==> src/rtl/counter_pkg.sv <==
// Shared definitions for the up/down counter family: default width and the
// next-q selection encoding.
package counter_pkg;

  localparam int DATA_WIDTH_DEFAULT = 4;

  typedef enum logic [2:0] {
    HOLD,
    LOAD,
    INC,
    WRAP,
    SAT
  } next_sel_e;

endpackage : counter_pkg

==> src/rtl/count_cmp.sv <==
// Unsigned comparator of the current count against the runtime limit.
module count_cmp
  import counter_pkg::*;
#(
  parameter int DATA_WIDTH = DATA_WIDTH_DEFAULT
) (
  input  logic [DATA_WIDTH-1:0] q,
  input  logic [DATA_WIDTH-1:0] limit,
  output logic                  eq,
  output logic                  ge
);

  assign eq = (q == limit);
  assign ge = (q >= limit);

endmodule : count_cmp

==> src/rtl/upcounter.sv <==
// Loadable up counter with runtime modulus (0..limit), wrap pulse and sticky ovf.
// Define UPCOUNTER_SATURATE_EN to clamp at limit instead of wrapping to 0.
module upcounter
  import counter_pkg::*;
#(
  parameter int DATA_WIDTH = DATA_WIDTH_DEFAULT
) (
  input  logic                  clk,
  input  logic                  reset,
  input  logic                  load_en,
  input  logic                  count_en,
  input  logic [DATA_WIDTH-1:0] d,
  input  logic [DATA_WIDTH-1:0] limit,
  output logic [DATA_WIDTH-1:0] q,
  output logic                  tc,
  output logic                  wrap,
  output logic                  ovf
);

  logic      at_limit;
  logic      past_limit;
  next_sel_e sel;

  count_cmp #(.DATA_WIDTH(DATA_WIDTH)) u_cmp (
    .q     (q),
    .limit (limit),
    .eq    (at_limit),
    .ge    (past_limit)
  );

  assign tc = at_limit;

  // Reset is handled in the register itself, so sel only covers load/count/hold.
  always_comb begin
    sel = HOLD;
    if (load_en) begin
      sel = LOAD;
    end else if (count_en) begin
      if (!past_limit) begin
        sel = INC;
      end else begin
`ifdef UPCOUNTER_SATURATE_EN
        sel = SAT;
`else
        sel = WRAP;
`endif
      end
    end
  end

  // q+1 cannot overflow: INC is only chosen while q < limit <= 2^W-1.
  always_ff @(posedge clk) begin
    if (reset) begin
      q    <= '0;
      wrap <= 1'b0;
      ovf  <= 1'b0;
    end else begin
      unique case (sel)
        LOAD: begin
          q    <= d;
          wrap <= 1'b0;
          ovf  <= 1'b0;
        end
        INC: begin
          q    <= q + DATA_WIDTH'(1);
          wrap <= 1'b0;
        end
        WRAP: begin
          q    <= '0;
          wrap <= 1'b1;
          ovf  <= 1'b1;
        end
        SAT: begin
          q    <= limit;
          wrap <= 1'b0;
          ovf  <= 1'b1;
        end
        default: begin
          wrap <= 1'b0;
        end
      endcase
    end
  end

endmodule : upcounter
==> config.mk <==
export PLATFORM = sky130hd
export DESIGN_NAME = upcounter
export DESIGN_NICKNAME = d
export VERILOG_FILES = /design/src/rtl/counter_pkg.sv /design/src/rtl/count_cmp.sv /design/src/rtl/upcounter.sv
export SDC_FILE = /design/constraint.sdc
export NUM_CORES = 1
export LEC_CHECK = 0
export CAP_MARGIN = 20
export CELL_PAD_IN_SITES_DETAIL_PLACEMENT = 0
export CELL_PAD_IN_SITES_GLOBAL_PLACEMENT = 2
export CORE_AREA = 3 3 66 43
export CTS_CLUSTER_DIAMETER = 80
export CTS_CLUSTER_SIZE = 12
export DETAILED_ROUTE_END_ITERATION = 16
export DIE_AREA = 0 0 69 46
export HOLD_SLACK_MARGIN = 0.03
export PLACE_DENSITY_LB_ADDON = 0.1
export SETUP_SLACK_MARGIN = 0.5
export SLEW_MARGIN = 15
export SYNTH_ARGS = -nofsm -noshare
export SYNTH_HDL_FRONTEND = slang
export SYNTH_SLANG_ARGS = --single-unit
==> constraint.sdc <==
create_clock -name clk -period 1.4 [get_ports clk]
set_input_delay 0.35 -clock clk [delete_from_list [all_inputs] [get_ports clk]]
set_output_delay 0.35 -clock clk [all_outputs]
set_load 0.02 [all_outputs]
==> summary.md <==
| Metric | Value |
|---|---|
| Final setup TNS | -0.243 ns |
| Antenna violations before repair | 0 |
| Synth Instances | 54 |
| Initial Utilization | 19.6% |
| Drt via density | 4.00 |
| Static leakage | 0.433 nW |
| Die height | 46 um |
| CORE AREA | 2210 um^2 |
| Clock Power Share | 31.4% |
| Commonest non-fill, non-tap cells in the layout | buf_6 (15), buf_4 (14), nor3_1 (6) |
| Final instance area | around 1000 um^2 |
| Failing checks | negative setup slack |
| Worst Clk Skew | 0.00327 ns |
| Slowest stage delay, CP | around 0.35 ns |
| Worst Hold Path EP | ovf |
| CP Data Arrival Time | between 1 and 1.5 ns |
| DR iter-0 viols | 14 |
| Nets@finish | 116 |
| Worst-Margin Slew | between 0.2 and 0.3 ns |
| Status | complete, but fails checks |
| Pre-Repair DR Iteration Count | 4 |
| Hold Slack | 0.480 ns |
| Filler cell count | 238 |
| Wirelength, routed | 1350 um |
| DRC | 0 |
| Layout cells sized above 1 | roughly three fifths |
| Row count | 13 |
| Mapped Area | 433 um^2 |
| Port buffer count | 18 |
| HP Start | ovf |
| Total GRT Usage | 9.38% |
| VDD IR max | 236 uV |
| MaxCap Viol Count | 0 |
| Relative max-transition margin | 82.9% |
| Area of the multi-input gates | 368 um^2 |
| Worst r2r src | q[0] |
| Dpl cells | 115 |
| RSZ-0062 raised after global routing | true |
| Grt ovf | 0 |
| Reg2Reg Depth | 6 |
| N_diodes | 0 |
| Largest net degree at the start of global routing | 6 |
| Die area | between 3000 and 4000 um^2 |
| Gate power share | a little over two fifths |
| Int Pwr | between 500 and 600 uW |
| Crit Path Class | reg2out |
| Register area share after synthesis | 27.7% |
| Max Clock Freq | 660 MHz |
| CTS Buffer Depth | 2 |
| Flop pwr share | 24.6% |
| Number of global-route vias before repair | ~460 |
| Layout overhead on the synthesized area | 132% |
| Most common cell after layout, fill and taps aside | buf_6 |
| Non-filler cells in the finished layout | 127 |
| CTS tree | built |
| Register area | 138 um^2 |
| Critical-path cell list | inv_4 > ha_4 > and4_4 > buf_6 |
| First-pass GRT wire length | 2260 um |
| Clock-pin slew on the worst setup and hold paths | roughly 0.030 ns |
| H-tree depth | 1 |
| Worst-path maximum fanout | 2 |
| Global placement routability congestion | 0.695 |
| Yosys reg bits | 6 |
| CTS Sinks | 6 |
| P per Cell Area | about 820 nW/um^2 |
| CTS Buf Count | 3 |
| Post-synth cell types | 26 |
| Final period util | 108% |
| Slew Viols, Final | 0 |
| Yosys warnings | 0 |
| Tmin final | 1.51 ns |
| Family with the most delay on the worst path | flip-flops |
| Hold path cells | 1 |
| Net Sw Frac | between 20 and 30% |
| CTS Root Cell | clkbuf_8 |
| Clk_lat worst skew | 0.22 ns |
| Startpoint types | flop |
| Vias | around 510 |
| Dpl cell area | 801 um^2 |
| Buffers & Inverters on Critical Path | 2 |
| Synthesized Nets | 71 |
| Synth Area per Inst | 8.02 um^2 |
| RR Endpoint | q[0] |
| Crit path required time | between 1 and 1.5 ns |
| DPL Wire Length | around 1100 um |
| Area share of the leading cell type in the synthesized netlist | 27.7% |
| # setup viols final | 3 |
| Post-DRT Antenna Nets | 0 |
| I/O pin count | 19 |
| DR WL/cell | about 11 um |
| Die width | 69 um |
| R2R Setup Slk | -0.04 ns |
| Final WS setup | -0.114 ns |
| Worst Hold Class | reg2reg |
| # hold bufs at CTS | 0 |
| Sw power | 235 uW |
| CP Capture Type | primary output |
| Slowest stage cell, crit path | dfxtp_4 |
| Synth area leaders | dfxtp_1 (28%), ha_1 (14%), nor3_1 (6.9%), inv_1 (4.3%), nor2_1 (4.3%) |
| Final Hold Fails | 0 |
| Post-synth top area cell | dfxtp_1 |
==> per-stage QoR <==
| step | power, mW | worst slack, ns | utilization [%] |
|---|---|---|---|
| final | 0.824 | -0.114 | 45.4 |
| after global routing | 0.876 | -0.139 | 45.4 |
| after CTS | 0.799 | -0.145 | 42.3 |
| after detailed placement | 0.485 | -0.885 | 36.2 |
| after global placement | 0.485 | -0.878 | 36.2 |
| after floorplan | 0.336 | 0.135 | - |
==> metal layers <==
layer	part of all wire, %	track usage (%)	up-vias	wire length, um
li1	-	-	279	-
met1	56	14.0	209	755
met2	36	12.3	20	488
met3	8.1	3.96	0	109
met4	0	1.17	0	0
met5	0	0	-	0
==> state kept, by name, summed over array words and instances (netlist names) <==
signal / flops
ovf: 1
wrap: 1
q: 4
==> power groups by stage <==
stage / Combinational, mW / Clock (mW) / Sequential, mW
5_1_grt: 0.397 / 0.274 / 0.205
6_report: 0.363 / 0.258 / 0.203
3_5_place_dp: 0.282 / 0 / 0.203
4_1_cts: 0.329 / 0.267 / 0.203
3_3_place_gp: 0.281 / 0 / 0.203
2_1_floorplan: 0.108 / 0 / 0.228
==> synth_stat cells <==
cell      n
dfxtp_1   6
nor3_1    6
ha_1      5
inv_1     5
nor2_1    5
a21oi_1   3
and2_1    2
nand2_1   2
nor2b_1   2
o21ai_0   2
a211o_1   1
a22o_1    1
a31oi_1   1
and4_1    1
buf_6     1
inv_4     1
nand2_2   1
nand3_1   1
nand4b_1  1
o21a_1    1
o21ai_1   1
o21ai_2   1
o31ai_1   1
or3_1     1
or4_4     1
xor2_1    1
==> cell families after synthesis <==
| group | synth area share [%] |
|---|---|
| buffers and inverters | 8.38 |
| and+or+nand+nor | 29.5 |
| DFF | 27.7 |
| adders and majority gates | 14.5 |
| AOI/OAI and AO/OA | 17.9 |
| xor gates and xnor gates | 2.02 |
==> how the worst max path moves through the flow <==
| stage | startpoint | end | slack [ns] | depth (start not counted) |
|---|---|---|---|---|
| floorplan | q[0] | tc | 0.14 | 3 |
| global placement | limit[3] | tc | -0.88 | 5 |
| detailed placement | limit[3] | tc | -0.89 | 5 |
| CTS | q[0] | tc | -0.14 | 4 |
| global route | q[0] | tc | -0.14 | 4 |
| finish | q[0] | tc | -0.11 | 4 |
==> area by class of cell <==
| class | count | area share [%] |
|---|---|---|
| clock buffers | 3 | 4.11 |
| inverters | 6 | 2.74 |
| flip-flops and latches | 6 | 13.7 |
| multi-input cells | 41 | 36.7 |
| repair buffers | 41 | 39.0 |
| well taps | 30 | 3.74 |
==> worst register-to-register path, delay by kind of cell, from the launching register on <==
family | cells | cell delay (ns)
AND/OR/NAND/NOR | 1 | 0.47
buffers and inverters | 4 | 0.45
flip-flops | 1 | 0.34
AO/OA/AOI/OAI | 1 | 0.11
==> repair_timing <==
action                     CTS  global route
gates resized for setup     63            11
setup buffers                6             3
gates cloned                 0             0
pin swaps                   12             7
setup endpoints to repair   13            13
Power figures use the tool's default switching activity.
